===== src/rtl/mips_pkg.sv =====
// Shared definitions for the MIPS pipeline: data width, NOP encoding,
// instruction-fetch FSM state encoding and PC arithmetic helpers.
package mips_pkg;

  localparam int XLEN = 32;
  localparam logic [XLEN-1:0] MIPS_NOP = 32'h0000_0000;

  typedef enum logic [1:0] {
    IF_IDLE = 2'd0,
    IF_REQ  = 2'd1,
    IF_HOLD = 2'd2
  } if_state_e;

  function automatic logic [XLEN-1:0] pc_add(input logic [XLEN-1:0] pc,
                                             input logic [XLEN-1:0] step);
    return pc + step;
  endfunction

  function automatic logic [XLEN-1:0] word_align(input logic [XLEN-1:0] addr);
    return addr & 32'hFFFF_FFFC;
  endfunction

endpackage


===== src/rtl/mips_if_skid.sv =====
// One-entry {inst, npc} skid register: parks a fetched instruction while the
// decode stage is stalled. Clear has priority over load.
module mips_if_skid
  import mips_pkg::*;
(
  input  logic            clk,
  input  logic            rst,
  input  logic            load,
  input  logic            clear,
  input  logic [XLEN-1:0] d_inst,
  input  logic [XLEN-1:0] d_npc,
  output logic            valid,
  output logic [XLEN-1:0] q_inst,
  output logic [XLEN-1:0] q_npc
);

  // Skid entry storage
  always_ff @(posedge clk or negedge rst) begin
    if (!rst) begin
      valid  <= 1'b0;
      q_inst <= MIPS_NOP;
      q_npc  <= 32'h0000_0000;
    end else if (clear) begin
      valid  <= 1'b0;
      q_inst <= MIPS_NOP;
      q_npc  <= 32'h0000_0000;
    end else if (load) begin
      valid  <= 1'b1;
      q_inst <= d_inst;
      q_npc  <= d_npc;
    end else begin
      valid  <= valid;
      q_inst <= q_inst;
      q_npc  <= q_npc;
    end
  end

endmodule


===== src/rtl/mips_if_stage.sv =====
// MIPS instruction-fetch stage: PC, request-held imem handshake, IF/ID output
// registers, stall skid and EX redirect. Optional counters: MIPS_IF_PERF_CNT_EN.
module mips_if_stage
  import mips_pkg::*;
#(
  parameter logic [31:0] RESET_PC = 32'h0000_0000,
  parameter logic [31:0] PC_STEP  = 32'd4
) (
  input  logic        clk,
  input  logic        rst,
  input  logic        stall,
  input  logic        redirect,
  input  logic [31:0] redirect_pc,
  output logic        imem_req,
  output logic [31:0] imem_addr,
  input  logic        imem_rvalid,
  input  logic [31:0] imem_rdata,
  output logic [31:0] pc,
  output logic [31:0] npc,
  output logic [31:0] inst,
`ifdef MIPS_IF_PERF_CNT_EN
  output logic [31:0] fetch_cnt,
  output logic [31:0] stall_cnt,
  output logic        inst_valid
`else
  output logic        inst_valid
`endif
);

  if_state_e   state_r;
  logic [31:0] pc_inc_s;
  logic        accept_s;
  logic        skid_load_s;
  logic        skid_clear_s;
  logic        skid_valid_s;
  logic [31:0] skid_inst_s;
  logic [31:0] skid_npc_s;

  // Skid control decode
  always_comb begin
    pc_inc_s     = pc_add(pc, PC_STEP);
    accept_s     = (state_r == IF_REQ) && imem_rvalid && !redirect;
    skid_load_s  = accept_s && stall;
    skid_clear_s = redirect || ((state_r == IF_HOLD) && !stall);
  end

  mips_if_skid u_skid (
    .clk    (clk),
    .rst    (rst),
    .load   (skid_load_s),
    .clear  (skid_clear_s),
    .d_inst (imem_rdata),
    .d_npc  (pc_inc_s),
    .valid  (skid_valid_s),
    .q_inst (skid_inst_s),
    .q_npc  (skid_npc_s)
  );

  assign imem_addr = pc;

  // Fetch FSM with registered PC, request and IF/ID outputs
  always_ff @(posedge clk or negedge rst) begin
    if (!rst) begin
      state_r    <= IF_IDLE;
      imem_req   <= 1'b0;
      pc         <= RESET_PC;
      npc        <= 32'h0000_0000;
      inst       <= MIPS_NOP;
      inst_valid <= 1'b0;
    end else if (redirect) begin
      state_r    <= IF_REQ;
      imem_req   <= 1'b1;
      pc         <= word_align(redirect_pc);
      inst       <= MIPS_NOP;
      inst_valid <= 1'b0;
    end else begin
      case (state_r)
        IF_IDLE: begin
          state_r  <= IF_REQ;
          imem_req <= 1'b1;
        end
        IF_REQ: begin
          if (stall) begin
            // Stalled fetch completing: park it in the skid and stop requesting
            if (imem_rvalid) begin
              pc       <= pc_inc_s;
              state_r  <= IF_HOLD;
              imem_req <= 1'b0;
            end
          end else if (imem_rvalid) begin
            inst       <= imem_rdata;
            npc        <= pc_inc_s;
            inst_valid <= 1'b1;
            pc         <= pc_inc_s;
          end else begin
            inst       <= MIPS_NOP;
            inst_valid <= 1'b0;
          end
        end
        IF_HOLD: begin
          if (!stall) begin
            inst       <= skid_inst_s;
            npc        <= skid_npc_s;
            inst_valid <= skid_valid_s;
            state_r    <= IF_REQ;
            imem_req   <= 1'b1;
          end
        end
        default: begin
          state_r  <= IF_IDLE;
          imem_req <= 1'b0;
        end
      endcase
    end
  end

`ifdef MIPS_IF_PERF_CNT_EN
  // Fetch and stall event counters
  always_ff @(posedge clk or negedge rst) begin
    if (!rst) begin
      fetch_cnt <= 32'h0000_0000;
      stall_cnt <= 32'h0000_0000;
    end else begin
      fetch_cnt <= accept_s ? fetch_cnt + 32'd1 : fetch_cnt;
      stall_cnt <= (stall && !redirect) ? stall_cnt + 32'd1 : stall_cnt;
    end
  end
`endif

endmodule

===== config.mk =====
export PLATFORM = sky130hd
export DESIGN_NAME = mips_if_stage
export DESIGN_NICKNAME = d
export VERILOG_FILES = /design/src/rtl/mips_pkg.sv /design/src/rtl/mips_if_skid.sv /design/src/rtl/mips_if_stage.sv
export SDC_FILE = /design/constraint.sdc
export NUM_CORES = 1
export LEC_CHECK = 0
export ABC_AREA = 1
export CAP_MARGIN = 20
export CORE_ASPECT_RATIO = 0.5
export CORE_MARGIN = 3
export CORE_UTILIZATION = 45
export CTS_CLUSTER_SIZE = 25
export DETAILED_ROUTE_END_ITERATION = 12
export GPL_ROUTABILITY_DRIVEN = 0
export GPL_TIMING_DRIVEN = 0
export PLACE_DENSITY = 0.81
export SLEW_MARGIN = 15
export SYNTH_ARGS = -nofsm -noshare
export SYNTH_HDL_FRONTEND = slang
export SYNTH_HIERARCHICAL = 1
export SYNTH_SLANG_ARGS = --single-unit

===== constraint.sdc =====
create_clock -name clk -period 2.35 [get_ports clk]
set_input_delay 0.705 -clock clk [delete_from_list [all_inputs] [get_ports clk]]
set_output_delay 0.705 -clock clk [all_outputs]
set_load 0.005 [all_outputs]

==> impl_metrics.yaml, run 1 <==
worst_setup_path:
  arrival_ps: 1590
  cp.required_ps: 1640
  reg2reg_from: "state_r[0]"
  crit_path_start: "imem_addr[27]"
  critPathMaxFanout: 8
  cp-end-kind: "primary output"
  criticalPathCategory: "reg2out"
  setup.worst_path.start_class: "register"
floorplan:
  start_util_pct: 47.2
  ios: 199
  die_x_um: 200
  rows: 34
  die_h_um: 103
  core_area_um2: 17900
  dieArea_um2: 20500
yosys:
  yosys.area.top_type: "dfrtp_1"
  yosys.area.top_type_share_pct: 48.0
  synth-adder-area-share_pct: 0.741
  synth_top_family_by_area: "simple AND/OR/NAND/NOR gates"
  synth.area.top_cells: "dfrtp_1 48%, nand2_1 16%, nand3_1 6.7%"
  ys_ff_latch: 162
  synth_area_um2: 8440
  synth_cell_types: 39
  yosys.area_share.xor_xnor_pct: 0.815
  synthMuxAreaShare_pct: 0
  yosysSeqAreaShare_pct: 48.0
  async_flop_share_pct: 100
  synth-compound-area-share_pct: 9.03
  synthCells: 1070
  synth_ff_type: "dfrtp_1"
  ys_warn_count: 6
  synth_edf_count: 0
  yosys.area_share.simple_pct: 31.0
  avgSynthCellArea_um2: 7.89
global_routing:
  grt_max_degree: 89
  grt_overflow_total: 0
  grt_pass1_vias: 7620
  grt_usage_pct: 24.5
  antenna_found_initial: 0
  grt_pass1_wl_um: 39400
sta:
  fin_hold_ws_ps: 299
  slew_violations: 0
  setup_slack_ps: 57.3
  rsz0062_at_grt: "no"
  min_period_ps: 2290
  hold_viol_final: 0
  worstMarginPinSlew_ps: 679
  fin_skew_ps: 13.8
  fin_crit_sh_pct: 97.6
  relSlewSlack_pct: 54.7
  setup_viol: 0
  max_freq_mhz: 436
power_and_ir_drop:
  clkPwrFrac_pct: 24.5
  irDropWorstVdd_uv: 512
  power.total_w: 0.0109
  comb_power_share_pct: 39.6
  pwr-share-seq_pct: 36.0
  p_leak_nw: 5.59
  p_int_w: 0.00692
  powerDensity_nw_per_um2: 969
  power_switching_share_pct: 36.6
  p_sw_w: 0.00400
routing:
  wl_um: 25100
  drtIter0Drc: 749
  wl_per_cell_um: 16.4
  route.vias.total: 7995
  firstDrtPassIters: 6
  drc: 0
  drtAntennaViolNets: 0
  vias_per_cell: 5.22
place:
  place_hpwl_um: 18700
  io_buffers: 191
  dp_slack_ps: -5.70
clocking:
  path_clk_slew_ps: 70
  worstSkewPairLatency_ps: 420
  clock-root-buffer: "clkbuf_16"
  htreeDepth: 4
  cts_sinks: 162
  cts_tree: "done"
  numCtsBuffers: 17
  cts_buffer_depth: 2
cells_and_area:
  layout-drive-gt1-share_pct: 11.7
  area_growth_pct: 33.5
  n_antenna_cell: 0
  final_net_count: 1360
run:
  drv_cap: 0
min_path:
  min_path_type: "in2async"
outcome:
  status: "complete, no violations"
==> sequential cells by signal, summed over array words and instances, names as in the netlist <==
register	flops
imem_addr	30
inst	32
inst_valid	1
npc	32
state_r	2
u_skid/q_inst	32
u_skid/q_npc	32
u_skid/valid	1
==> cell usage after synthesis, types with 2 or more instances <==
cell type	instances
inv_1	81
xnor2_1	2
nand2_4	4
o21bai_2	3
ha_1	5
clkinv_1	2
o21ai_1	4
nand3b_1	2
inv_2	3
buf_6	5
nand4_1	2
o21ai_0	15
clkbuf_1	16
and2_1	6
dfrtp_1	162
a22oi_1	32
xor2_1	4
a21oi_1	18
o211ai_1	3
nand2_1	357
a31oi_1	2
and2_4	4
nor2_2	2
nand2_2	15
nor2_1	88
nand3_1	113
buf_4	40
o21bai_1	4
o22ai_1	34
nor2_4	8
buf_2	26
==> cell type report <==
class | count | area [um2]
timing repair buffer | 192 | 1940
multi-input combinational | 739 | 3530
clock inverter | 12 | 98.8
tap | 234 | 293
sequential | 162 | 4060
inverter | 87 | 329
buffer | 87 | 547
clock buffer | 20 | 467
fill | 1498 | 6600
==> cell usage in the layout, fill, tap and decap left out, drive strengths merged, types with 5 or more instances in the layout <==
cell type      instances
nand2                376
clkdlybuf4s50        190
dfrtp                162
nand3                114
nor2                  99
inv                   88
buf                   73
clkbuf                36
o22ai                 34
a22oi                 32
a21oi                 19
o21ai                 19
and2                  10
o21bai                 7
clkinv                 7
conb                   6
ha                     5
==> stage by stage <==
step | utilization (%) | TNS [ps] | instances | cell area [um2]
floorplan | - | 0 | 1075 | 8460
global placement | 59.7 | -945410 | 1500 | 10700
detailed placement | 59.9 | -5.70 | 1501 | 10700
CTS | 63.0 | 0 | 1533 | 11300
global route | 63.1 | 0 | 1533 | 11300
finish | 63.1 | 0 | 1533 | 11300
==> power by group through the flow <==
stage                     combinational, W  clock [W]  sequential, W
after floorplan                    0.00214          0        0.00389
after global placement             0.00415          0        0.00394
after detailed placement           0.00427          0        0.00396
after CTS                          0.00431    0.00269        0.00392
after global routing               0.00473    0.00280        0.00401
final                              0.00432    0.00267        0.00393
==> routing by layer <==
| metal | up-vias | global-route usage [%] | wire length (um) |
|---|---|---|---|
| li1 | 3821 | - | - |
| met1 | 3760 | 34.0 | 10900 |
| met2 | 374 | 40.4 | 11800 |
| met3 | 40 | 4.15 | 2060 |
| met4 | 0 | 6.59 | 412 |
| met5 | - | 0 | 0 |
==> what timing repair did <==
action                                  CTS  global route
hold endpoints to repair                  0             0
buffers inserted                          0             0
endpoints found under the setup margin    0             3
hold buffers                              0             0
gates resized for setup                   0             3
==> critical path, cell delays in order (launching register included) <==
cell and delay (ps):
dfrtp_1 510, buf_4 160, clkdlybuf4s50_1 500
==> kinds of logic after synthesis <==
kind of cell | after synthesis
other | 1
AOI/OAI and AO/OA | 117
adders and majority gates | 5
DFF | 162
buffers and inverters | 174
and+or+nand+nor | 604
xor gates and xnor gates | 7
==> path summary, 6_finish.rpt <==
path	end	slack, ps	cells past startpoint
worst max-delay path	pc[27]	60	2
worst min-delay path	imem_addr[8]	300	1
worst max register to register	u_skid/q_npc[28]	320	8
worst min register to register	u_skid/q_inst[31]	470	2
max in group asynchronous	u_skid/q_inst[31]	1260	2
min in group clk	u_skid/q_inst[31]	470	2
Power figures use the tool's default switching activity.
==> run 2: changes to the inputs <==
CORE_UTILIZATION = 50   (was 45)
PLACE_DENSITY = 0.88   (was 0.81)
==> run 2 against run 1 <==
  * Clock skew down 2.6 ps
  * Sequential share of layout area down 0.23 points
  * Critical endpoint is now pc[19]
  * Largest power group unchanged
  * Fmax down 0.74%
==> impl_metrics.yaml, run 2 (same netlist as run 1, synthesis figures left out) <==
clocking:
  cts_buffer_depth: 2
  cts_hold_buf: 0
  cts_sinks: 162
  worstSkewPairLatency_ps: 420
  cts_setup_buffers: 0
  clock-root-buffer: "clkbuf_16"
  htreeDepth: 4
  numCtsBuffers: 17
  cts_tree: "done"
  path_clk_slew_ps: 70
worst_setup_path:
  cp.required_ps: 1640
  critPathTopFamily: "buffers and inverters"
  crit_slowest_cell: "dfrtp_1"
  critPathMaxFanout: 8
  cp-end-kind: "primary output"
  crit_buf_inv: 2
  path_cells: "buf_4 -> clkdlybuf4s50_1"
  critPathMaxStageDelay_ps: 530
  r2r_slack_ps: 280
  criticalPathCategory: "reg2out"
  setup.worst_path.start_class: "register"
  arrival_ps: 1600
floorplan:
  dieArea_um2: 18600
  start_util_pct: 53.0
  core_area_um2: 15900
  ios: 199
  die_x_um: 190
  die_h_um: 97.9
  rows: 32
outcome:
  status: "complete, no violations"
place:
  dp.cells: 1488
  io_buffers: 191
  dp_slack_ps: 6.16
  place_hpwl_um: 19000
sta:
  rsz0062_at_grt: "no"
  tns_ps: 0
  slew_violations: 0
  min_period_ps: 2310
  max_freq_mhz: 433
  worstMarginPinSlew_ps: 738
  fin_crit_sh_pct: 98.3
  setup_slack_ps: 40.2
  hold_viol_final: 0
  fin_skew_ps: 11.1
  setup_viol: 0
  relSlewSlack_pct: 50.8
cells_and_area:
  final_net_count: 1360
  stdcell_count: 1520
  area_growth_pct: 34.3
  n_antenna_cell: 0
  layout_commonest_cell: "nand2_1"
  layout-drive-gt1-share_pct: 11.7
  layout_common_cells: "357 x nand2_1, 190 x clkdlybuf4s50_1, 159 x dfrtp_1"
min_path:
  min_path_type: "in2async"
routing:
  wl_per_cell_um: 17.3
  drtIter0Drc: 1077
  drc: 0
  drtAntennaViolNets: 0
  wl_um: 26200
  firstDrtPassIters: 6
  vias_per_cell: 5.57
  route.vias.total: 8462
global_routing:
  grt_pass1_wl_um: 42500
  grt_max_degree: 93
  grt_pass1_vias: 8398
  antenna_found_initial: 0
  grt_overflow_total: 0
  grt_usage_pct: 28.4
power_and_ir_drop:
  power.total_w: 0.0114
  powerDensity_nw_per_um2: 1010
  p_leak_nw: 5.64
  irDropWorstVdd_uv: 778
run:
  drv_cap: 0
run 2: cell types whose count changed in the layout (fill, tap and decap cells not counted):
cell | previous run | this run
inv_6 | 2 | 4
clkinv_2 | 1 | 0
clkinvlp_4 | 4 | 1
bufinv_16 | 0 | 4
clkinv_4 | 4 | 2
inv_8 | 1 | 3
clkbuf_8 | 3 | 1
run 2: layout make-up:
cell class / count / area [um2]
Fill cell: 1165 / 4600
Sequential cell: 162 / 4060
Multi-Input combinational cell: 739 / 3530
Timing Repair Buffer: 192 / 1940
Buffer: 87 / 547
Clock buffer: 18 / 439
Inverter: 87 / 329
Tap cell: 221 / 277
Clock inverter: 14 / 214
run 2: report_power, final:
group	leakage (nW)	internal, W	switching, W	total [W]
registers	2.12	0.00340	0.000549	0.00395
logic	3.20	0.00207	0.00231	0.00438
clock network	0.318	0.00185	0.00123	0.00308
run 2: layer usage:
| layer | GRT usage [%] | wire length, um | vias to the layer above | share of wire, % |
|---|---|---|---|---|
| met4 | 10.2 | 786 | 0 | 3.0 |
| met2 | 46.4 | 12300 | 566 | 47 |
| met5 | 0 | 0 | - | 0 |
| li1 | - | - | 3829 | - |
| met1 | 37.4 | 10400 | 3973 | 40 |
| met3 | 6.42 | 2740 | 94 | 10 |
run 2: path summary, 6_finish.rpt:
check,from,depth (start not counted),endpoint
hold reg to reg,u_skid/q_npc[7],2,u_skid/q_npc[7]
min in group clk,u_skid/q_npc[7],2,u_skid/q_npc[7]
setup reg to reg,state_r[0],7,npc[18]
max in group asynchronous,rst,2,u_skid/q_inst[12]
setup / recovery,imem_addr[19],2,pc[19]
hold / removal,rst,1,imem_addr[8]
run 2: what timing repair did:
action	4_1_cts	5_1_grt
gates resized for setup	0	3
endpoints found under the setup margin	0	3
endpoints found under the hold margin	0	0
run 2: metrics by stage:
| step | util [%] | instance area, um2 | hold WS (ps) |
|---|---|---|---|
| after floorplan | - | 8460 | 409 |
| after global placement | 66.8 | 10600 | 454 |
| after detailed placement | 67.0 | 10700 | 458 |
| after CTS | 71.1 | 11300 | 329 |
| after global routing | 71.1 | 11300 | 342 |
| final | 71.1 | 11300 | 267 |
